$ cat src/rtl/sys_arr_pkg.sv
// Shared types, defaults and helpers for the sysArr tile sequencer.
package sys_arr_pkg;

    localparam int WIDTH_HEIGHT_DEF = 4;
    localparam int ADDR_W_DEF       = 8;
    localparam int ROW_W_DEF        = 8;
    localparam int LAT_MULT         = 2;

    typedef enum logic [2:0] {
        ST_IDLE   = 3'd0,
        ST_LOAD_W = 3'd1,
        ST_FEED   = 3'd2,
        ST_DRAIN  = 3'd3,
        ST_DONE   = 3'd4
    } sys_arr_state_t;

    function automatic logic [31:0] sat_inc32(input logic [31:0] v);
        sat_inc32 = (v == 32'hFFFF_FFFF) ? v : v + 32'd1;
    endfunction

endpackage

$ cat src/rtl/sys_arr_ctrl_cnt.sv
// Loadable up-counter with a terminal-count flag against a programmable last value.
module sys_arr_ctrl_cnt #(
    parameter int W = 8
) (
    input  logic         clk,
    input  logic         rst_n,
    input  logic         load,
    input  logic [W-1:0] load_val,
    input  logic         en,
    input  logic [W-1:0] last,
    output logic [W-1:0] count,
    output logic         tc
);

    assign tc = (count == last);

    // Count register: load has priority over increment.
    always_ff @(posedge clk or negedge rst_n) begin
        if (!rst_n) begin
            count <= {W{1'b0}};
        end else if (load) begin
            count <= load_val;
        end else if (en) begin
            count <= count + W'(1);
        end else begin
            count <= count;
        end
    end

endmodule

$ cat src/rtl/sys_arr_ctrl.sv
// Tile sequencer for sysArr: weight load, activation feed, result write-back.
// Optional perf_cycles port and counter enabled by SYS_ARR_CTRL_PERF_EN.
module sys_arr_ctrl_chk #(
    parameter int ADDR_W = 8,
    parameter int ROW_W  = 8
) (
    input logic             clk,
    input logic             rst_n,
    input logic             accept,
    input logic [ROW_W-1:0] num_rows
);

    a_rows_fit: assert property (@(posedge clk) disable iff (!rst_n)
        accept |-> (64'(num_rows) <= (64'd1 << ADDR_W)));

endmodule

module sys_arr_ctrl
    import sys_arr_pkg::*;
#(
    parameter int width_height = WIDTH_HEIGHT_DEF,
    parameter int ADDR_W       = ADDR_W_DEF,
    parameter int ROW_W        = ROW_W_DEF
) (
    input  logic                    clk,
    input  logic                    rst_n,
    input  logic                    start,
    input  logic                    abort,
    input  logic [ROW_W-1:0]        num_rows,
    output logic                    w_rd_en,
    output logic [ADDR_W-1:0]       w_rd_addr,
    output logic                    in_rd_en,
    output logic [ADDR_W-1:0]       in_rd_addr,
    output logic                    out_wr_en,
    output logic [ADDR_W-1:0]       out_wr_addr,
    output logic [width_height-1:0] wwrite,
    output logic                    active,
    output logic                    busy,
    output logic                    done
`ifdef SYS_ARR_CTRL_PERF_EN
    ,
    output logic [31:0]             perf_cycles
`endif
);

    localparam int LAT = LAT_MULT * width_height;
    // Low N-1 pipe stages extend active past the last read to flush the skew.
    localparam logic [LAT-1:0] ACT_MASK = LAT'((64'd1 << (width_height - 1)) - 64'd1);

    sys_arr_state_t   state_r, state_nx_s;
    logic [ROW_W-1:0] num_rows_r, rows_last_s;
    logic [LAT-1:0]   lat_pipe_r;
    logic             accept_s, ph_load_s, ph_en_s, ph_tc_s, out_load_s, out_tc_s;
    logic [ROW_W-1:0] ph_cnt_s, ph_last_s, out_cnt_s;

    assign accept_s    = (state_r == ST_IDLE) && start && !abort;
    assign rows_last_s = num_rows_r - ROW_W'(1);
    assign out_load_s  = abort || (state_r == ST_IDLE) || (state_r == ST_DONE);

    // Next-state and phase-counter control.
    always_comb begin
        state_nx_s = state_r;
        ph_en_s    = 1'b0;
        ph_last_s  = ROW_W'(width_height - 1);
        if (abort) begin
            state_nx_s = ST_IDLE;
        end else begin
            case (state_r)
                ST_IDLE:   state_nx_s = start ? ST_LOAD_W : ST_IDLE;
                ST_LOAD_W: begin
                    ph_en_s = 1'b1;
                    if (ph_tc_s) begin
                        state_nx_s = (num_rows_r != {ROW_W{1'b0}}) ? ST_FEED : ST_DONE;
                    end else begin
                        state_nx_s = ST_LOAD_W;
                    end
                end
                ST_FEED: begin
                    ph_en_s    = 1'b1;
                    ph_last_s  = rows_last_s;
                    state_nx_s = ph_tc_s ? ST_DRAIN : ST_FEED;
                end
                ST_DRAIN:  state_nx_s = (lat_pipe_r[LAT-1] && out_tc_s) ? ST_DONE : ST_DRAIN;
                ST_DONE:   state_nx_s = ST_IDLE;
                default:   state_nx_s = ST_IDLE;
            endcase
        end
        ph_load_s = abort || (state_nx_s != state_r);
    end

    sys_arr_ctrl_cnt #(.W(ROW_W)) u_ph_cnt (
        .clk      (clk),
        .rst_n    (rst_n),
        .load     (ph_load_s),
        .load_val ({ROW_W{1'b0}}),
        .en       (ph_en_s),
        .last     (ph_last_s),
        .count    (ph_cnt_s),
        .tc       (ph_tc_s)
    );

    sys_arr_ctrl_cnt #(.W(ROW_W)) u_out_cnt (
        .clk      (clk),
        .rst_n    (rst_n),
        .load     (out_load_s),
        .load_val ({ROW_W{1'b0}}),
        .en       (lat_pipe_r[LAT-1]),
        .last     (rows_last_s),
        .count    (out_cnt_s),
        .tc       (out_tc_s)
    );

    sys_arr_ctrl_chk #(.ADDR_W(ADDR_W), .ROW_W(ROW_W)) u_chk (
        .clk      (clk),
        .rst_n    (rst_n),
        .accept   (accept_s),
        .num_rows (num_rows)
    );

    // State register and operation length latch.
    always_ff @(posedge clk or negedge rst_n) begin
        if (!rst_n) begin
            state_r    <= ST_IDLE;
            num_rows_r <= {ROW_W{1'b0}};
        end else begin
            state_r    <= state_nx_s;
            num_rows_r <= accept_s ? num_rows : num_rows_r;
        end
    end

    // Registered strobes; wwrite/active/out_wr_en are delayed copies of the read strobes.
    always_ff @(posedge clk or negedge rst_n) begin
        if (!rst_n) begin
            w_rd_en     <= 1'b0;
            w_rd_addr   <= {ADDR_W{1'b0}};
            in_rd_en    <= 1'b0;
            in_rd_addr  <= {ADDR_W{1'b0}};
            out_wr_en   <= 1'b0;
            out_wr_addr <= {ADDR_W{1'b0}};
            wwrite      <= {width_height{1'b0}};
            active      <= 1'b0;
            busy        <= 1'b0;
            done        <= 1'b0;
            lat_pipe_r  <= {LAT{1'b0}};
        end else if (abort) begin
            w_rd_en     <= 1'b0;
            w_rd_addr   <= {ADDR_W{1'b0}};
            in_rd_en    <= 1'b0;
            in_rd_addr  <= {ADDR_W{1'b0}};
            out_wr_en   <= 1'b0;
            out_wr_addr <= {ADDR_W{1'b0}};
            wwrite      <= {width_height{1'b0}};
            active      <= 1'b0;
            busy        <= 1'b0;
            done        <= 1'b0;
            lat_pipe_r  <= {LAT{1'b0}};
        end else begin
            w_rd_en     <= (state_r == ST_LOAD_W);
            w_rd_addr   <= (state_r == ST_LOAD_W) ? ADDR_W'(ph_cnt_s) : {ADDR_W{1'b0}};
            in_rd_en    <= (state_r == ST_FEED);
            in_rd_addr  <= (state_r == ST_FEED) ? ADDR_W'(ph_cnt_s) : {ADDR_W{1'b0}};
            out_wr_en   <= lat_pipe_r[LAT-1];
            out_wr_addr <= lat_pipe_r[LAT-1] ? ADDR_W'(out_cnt_s) : {ADDR_W{1'b0}};
            wwrite      <= {width_height{w_rd_en}};
            active      <= in_rd_en || ((lat_pipe_r & ACT_MASK) != {LAT{1'b0}});
            busy        <= (state_r != ST_IDLE);
            done        <= (state_r == ST_DONE);
            lat_pipe_r  <= {lat_pipe_r[LAT-2:0], in_rd_en};
        end
    end

`ifdef SYS_ARR_CTRL_PERF_EN
    logic [31:0] run_cnt_r;

    // Cycle count of the running operation, published when it completes.
    always_ff @(posedge clk or negedge rst_n) begin
        if (!rst_n) begin
            run_cnt_r   <= 32'd0;
            perf_cycles <= 32'd0;
        end else if (abort || (state_r == ST_IDLE)) begin
            run_cnt_r   <= 32'd0;
            perf_cycles <= perf_cycles;
        end else begin
            run_cnt_r   <= sat_inc32(run_cnt_r);
            perf_cycles <= (state_r == ST_DONE) ? sat_inc32(run_cnt_r) : perf_cycles;
        end
    end
`endif

endmodule

$ cat config.mk
export PLATFORM = sky130hd
export DESIGN_NAME = sys_arr_ctrl
export DESIGN_NICKNAME = d
export VERILOG_FILES = /design/src/rtl/sys_arr_pkg.sv /design/src/rtl/sys_arr_ctrl_cnt.sv /design/src/rtl/sys_arr_ctrl.sv
export SDC_FILE = /design/constraint.sdc
export NUM_CORES = 1
export LEC_CHECK = 0
export CAP_MARGIN = 20
export CORE_MARGIN = 1
export CORE_UTILIZATION = 36
export CTS_BUF_LIST = sky130_fd_sc_hd__clkbuf_16
export DETAILED_ROUTE_END_ITERATION = 12
export DONT_BUFFER_PORTS = 1
export PLACE_DENSITY = 0.54
export SYNTH_ARGS = -nofsm -noshare
export SYNTH_HDL_FRONTEND = slang
export SYNTH_SLANG_ARGS = --single-unit
$ cat constraint.sdc
create_clock -name clk -period 2.9 [get_ports clk]
set_input_delay 0.58 -clock clk [delete_from_list [all_inputs] [get_ports clk]]
set_output_delay 0.58 -clock clk [all_outputs]
set_load 0.02 [all_outputs]
Word-level counts from Yosys, hierarchy flattened
Index checks and enable logic that the tools add are counted.
{"block": "totals", "output_inout_bits": 34, "reg_bits": 69}
{"block": "op_classes", "n_reduce_logical": 15, "muxes": 29, "n_eq_ne": 7, "n_addsub": 3}
{"cell": "$mux W8", "n": 13}
{"cell": "$add A8 B1 Y8 const B", "n": 2}
{"cell": "$eq A8 B8 Y1", "n": 2}
{"cell": "$reduce_bool A8 Y1", "n": 2}
{"cell": "$mux W3", "n": 4}
{"cell": "$pmux W3 S4", "n": 1}
{"cell": "$mux W1", "n": 10}
{"cell": "$sub A8 B1 Y8 const B", "n": 1}
{"cell": "$eq A3 B2 Y1 const B", "n": 2}
{"cell": "$logic_or A1 B1 Y1", "n": 4}
{"cell": "$mux W4", "n": 1}
{"cell": "$reduce_bool A2 Y1", "n": 2}
{"cell": "$eq A3 B1 Y1 const B", "n": 1}
{"cell": "$eq A3 B3 Y1 const B", "n": 1}
{"cell": "$logic_and A1 B1 Y1", "n": 3}
{"cell": "$logic_not A3 Y1", "n": 1}
{"cell": "$ne A3 B3 Y1", "n": 1}
{"cell": "$reduce_bool A3 Y1", "n": 1}
{"cell": "$reduce_or A2 Y1", "n": 1}
{"cell": "$logic_not A1 Y1", "n": 1}

Depth between registers and ports, before layout
{"block": "depth", "depth_word": 10, "ltp_mapped": 10, "depth_no_buf": 9}

Hierarchy
Synthesis repeated with hierarchy kept, for this count alone.
{"block": "unflattened", "hier_cells": 294, "hier_area_um2": 3181.8}
{"module": "sys_arr_ctrl", "seq_area_each_um2": 1251.2, "cells_per_inst": 172, "instances": 1, "area_each_um2": 2073.2}
{"module": "sys_arr_ctrl_cnt", "seq_area_each_um2": 200.2, "cells_per_inst": 61, "instances": 2, "area_each_um2": 554.3}

Worst setup path after synthesis
No wires, ideal clock.
{"block": "synth_path", "path_type": "reg-to-reg", "start": "reg num_rows_r[0]", "end": "reg u_ph_cnt.count[0]", "synth_period_minus_slack_ps": 2267, "required_ps": 2772, "stages_incl_launch_ff": 11, "slack_ps": 633, "t_arrival_ps": 2139, "path_buffers": 1, "cell_sequence": "dfrtp_1 inv_1 ha_1 buf_2 xor2_1 or3b_2 a211o_1 nand2_1 nand4_1 o211ai_4 nor2_1"}
{"block": "synth_via", "elab_chain_len": 10}
{"element": "start: declaration", "line_no": "sys_arr_ctrl.sv:51", "rtl": "logic [ROW_W-1:0] num_rows_r, rows_last_s;"}
{"element": "start signal: assignment", "line_no": "sys_arr_ctrl.sv:124", "rtl": "num_rows_r <= {ROW_W{1'b0}};"}
{"element": "start signal: assignment", "line_no": "sys_arr_ctrl.sv:127", "rtl": "num_rows_r <= accept_s ? num_rows : num_rows_r;"}
{"element": "$sub A8 B1 Y8", "line_no": "sys_arr_ctrl.sv:57", "rtl": "assign rows_last_s = num_rows_r - ROW_W'(1);"}
{"element": "$mux W8", "line_no": "sys_arr_ctrl.sv:68", "rtl": "case (state_r)"}
{"element": "$mux W8", "line_no": "sys_arr_ctrl.sv:65", "rtl": "if (abort) begin"}
{"element": "$eq A8 B8 Y1", "line_no": "sys_arr_ctrl_cnt.sv:15", "rtl": "assign tc = (count == last);"}
{"element": "$mux W1 / $mux W3 (equally long branches)", "line_no": "sys_arr_ctrl.sv:81, sys_arr_ctrl.sv:72"}
{"element": "$pmux W3 S4 (*)", "line_no": "sys_arr_ctrl.sv:68"}
{"element": "$mux W3 (*)", "line_no": "sys_arr_ctrl.sv:65"}
{"element": "$ne A3 B3 Y1 (*)", "line_no": "sys_arr_ctrl.sv:88", "rtl": "ph_load_s = abort || (state_nx_s != state_r);"}
{"element": "$logic_or A1 B1 Y1 (*)", "line_no": "sys_arr_ctrl.sv:88"}
{"element": "$mux W8 / $reduce_bool A2 Y1 (equally long branches)"}
{"element": "end signal: assignment", "line_no": "sys_arr_ctrl_cnt.sv:20", "rtl": "count <= {W{1'b0}};"}
{"element": "end signal: assignment", "line_no": "sys_arr_ctrl_cnt.sv:22", "rtl": "count <= load_val;"}
{"element": "end signal: assignment", "line_no": "sys_arr_ctrl_cnt.sv:24", "rtl": "count <= count + W'(1);"}
{"element": "end: declaration", "line_no": "sys_arr_ctrl_cnt.sv:11", "rtl": "output logic [W-1:0] count,"}
Every way passes the cells marked *; elsewhere a longest branch is shown, timed or not.
A chain may end at the register's enable or synchronous reset.

Worst setup path in the final report
{"block": "layout_path", "start": "reg num_rows_r[0]", "end": "reg u_ph_cnt.count[6]"}
The elaborated chain is that of the path after synthesis.

==> results.tsv <==
metric	value	unit
syn_area_per_cell	10.7	sq um
area_growth	12.4	%
r2r_cells	9	
power_leakage	1.62	nW
viasPerCell	5.04	
regToRegSetupSlack	0.32	ns
synth-edff-count	0	
worst_slew_pin_slew	0.702	ns
synth_area	0.00323	sq mm
r2r_end	u_ph_cnt.count[6]	
max-vdd-ir-drop	0.240	mV
die-area	0.00936	sq mm
antenna_found_initial	0	
path_depth	9	
critPathCaptureType	flip-flop	
cts_buffers	9	
syn_inst	301	
synth.distinct_cells	58	
die_w	96.8	um
cts_sinks	66	
drtAntennaViolNets	0	
clk_latency	0.33	ns
cp-endpoint	u_ph_cnt.count[6]	
fill_cells	820	
report.final.slew_viol_count	0	
initialDrtViolationCount	139	
crit_slowest_cell	or4_1	
r2r_start	num_rows_r[0]	
crit_buf_inv	1	
num_rows	34	
crit_chain	inv_1, ha_1, xor2_1, or4_1, o32ai_1, and2_1, o31ai_1, o211ai_4, nor2_1	
synth_top_area_cell	dfrtp_1	
hold_viol_final	0	
synthTopCellsByCount	dfrtp_1 (66), and2_1 (28), nor2_1 (28)	
grt_pass1_wl	10700	um
synth.ff_latch_count	66	
die_y	96.8	um
yosysTopAreaCellShare	51.1	%
ys_seq_area_share	51.1	%
wire_per_inst	15.6	um
power	2.40	mW
max-cap-violations	0	
io_pins	46	
timing.final.ws_setup	0.319	ns
place_congestion	0.798	
cp.arrival	2.79	ns
setup_viol	0	
grt_max_degree	67	
drc	0	
cts_buffer_depth	2	
synth_area_leaders	dfrtp_1 (51%), and2_1 (5.4%), xor2_1 (4.9%), nor2_1 (3.3%), mux2_2 (2.8%)	
grt_pass1_vias	2066	
clock.fmax	0.387	GHz
path_clk_slew	0.05	ns
hold_path_class	in -> async	
crit_fanout	9	
rsz0062_at_grt	false	
htree_num_levels	3	
critical_path_class	reg -> reg	
cp.required	3.10	ns
worst_path_largest_cell_delay	0.47	ns
cts-root-buf	clkbuf_16	
place_hpwl	4330	um
initial_core_util	37.1	%
finalCritPeriodShare	89.0	%
period_needed	2.58	ns
port_buffers	0	
design.final.nets	312	
grt_overflow_total	0	
synth_nets	317	
drt-total-wl	6370	um
grt_usage	14.8	%
synth-async-reset-ratio	100	%
tritoncts	done	
slew-limit-headroom	53.3	%
drtPass1Iterations	4	
fin_skew	0.00699	ns
crit_family	simple AND/OR/NAND/NOR gates	
via_count	2063	
status	finished, final reports clean	
power.density	662	mW/mm^2
cts_resized	0	
tns	0	ns
ys_warn_count	0	
yosys_most_used_dff	dfrtp_1	
post-place-ws	0.347	ns
antenna-diode-count	0	
post-synth-top-count-cell	dfrtp_1	
startpoint	num_rows_r[0]	
drive_above_1_share	14.0	%
worstSetupStartpointType	flip-flop	
core	0.00872	sq mm
==> sequential cells by signal, indices dropped and copies added (netlist names), 3 cells and up <==
signal	flops
in_rd_addr	8
lat_pipe_r	8
num_rows_r	8
out_wr_addr	8
u_out_cnt.count	8
u_ph_cnt.count	8
w_rd_addr	8
state_r	3
==> routing by layer <==
layer	GRT usage [%]	share of wire, %	vias to the layer above
li1	-	-	1011
met5	0	0	-
met4	6.08	1.6	0
met1	19.2	47	1008
met2	22.3	48	36
met3	5.56	3.7	8
==> how the worst min path moves through the flow <==
stage	from	end	slack, ns	cells after the start
2_1_floorplan	rst_n	active	0.28	0
3_3_place_gp	rst_n	out_wr_addr[0]	0.29	0
3_5_place_dp	rst_n	out_wr_en	0.29	0
4_1_cts	rst_n	out_wr_en	0.13	1
5_1_grt	rst_n	out_wr_en	0.14	1
6_report	rst_n	out_wr_en	0.13	1
==> power by group <==
part	total, mW	internal [mW]	switching [mW]
registers	1.01	0.946	0.0662
clock network	1.14	0.749	0.395
logic	0.248	0.112	0.136
total	2.40	1.81	0.596
==> final cells by class <==
type / count / area [sq um] / area share, %
Tap cell: 108 / 135 / 3.72
Sequential cell: 66 / 1650 / 45.5
Clock buffer: 9 / 225 / 6.20
Clock inverter: 7 / 93.8 / 2.58
Timing Repair Buffer: 4 / 50.0 / 1.38
Inverter: 9 / 33.8 / 0.930
Multi-Input combinational cell: 206 / 1440 / 39.7
==> worst reg2reg max path, stage by stage, from the launching register on <==
cell,delay (ns)
dfrtp_1,0.44
inv_1,0.11
ha_1,0.33
xor2_1,0.22
or4_1,0.47
o32ai_1,0.14
and2_1,0.25
o31ai_1,0.12
o211ai_4,0.29
nor2_1,0.10
==> placed cells by master (no fill, tap or decap), drive strengths merged, types with 3 or more instances in the layout <==
cell type	count
dfrtp	66
nor2	28
and2	28
xor2	18
nor2b	12
nand4	11
nand2	10
inv	9
xnor2	9
clkbuf	9
mux2	8
o21ai	8
nand3	6
nor3	5
nand2b	5
a21oi	5
and3	4
ha	4
o211ai	4
buf	4
nor4	4
mux2i	3
or2	3
clkinv	3
or3	3
==> through the flow <==
step                      utilization (%)  cells  hold WS [ns]  instance area, sq um
after global placement               37.7    392         0.286                  3290
after CTS                            41.6    409         0.126                  3630
after floorplan                         -    301         0.284                  3230
final                                41.6    409         0.128                  3630
after detailed placement             37.7    392         0.287                  3290
after global routing                 41.6    409         0.138                  3630
==> cell families after synthesis <==
kind of cell	synth area share (%)
AND/OR/NAND/NOR	23.2
adder cells (fa/ha/maj)	1.55
flip-flops	51.1
multiplexers	3.72
AO/OA/AOI/OAI	8.21
buffers and inverters	4.26
XOR/XNOR	8.01
==> repair_timing <==
action                                 in CTS  in global routing
hold buffers                                1                  0
endpoints found under the hold margin      66                  0
setup buffers                               0                  0
No activity file was read; power rests on OpenSTA's default activity.
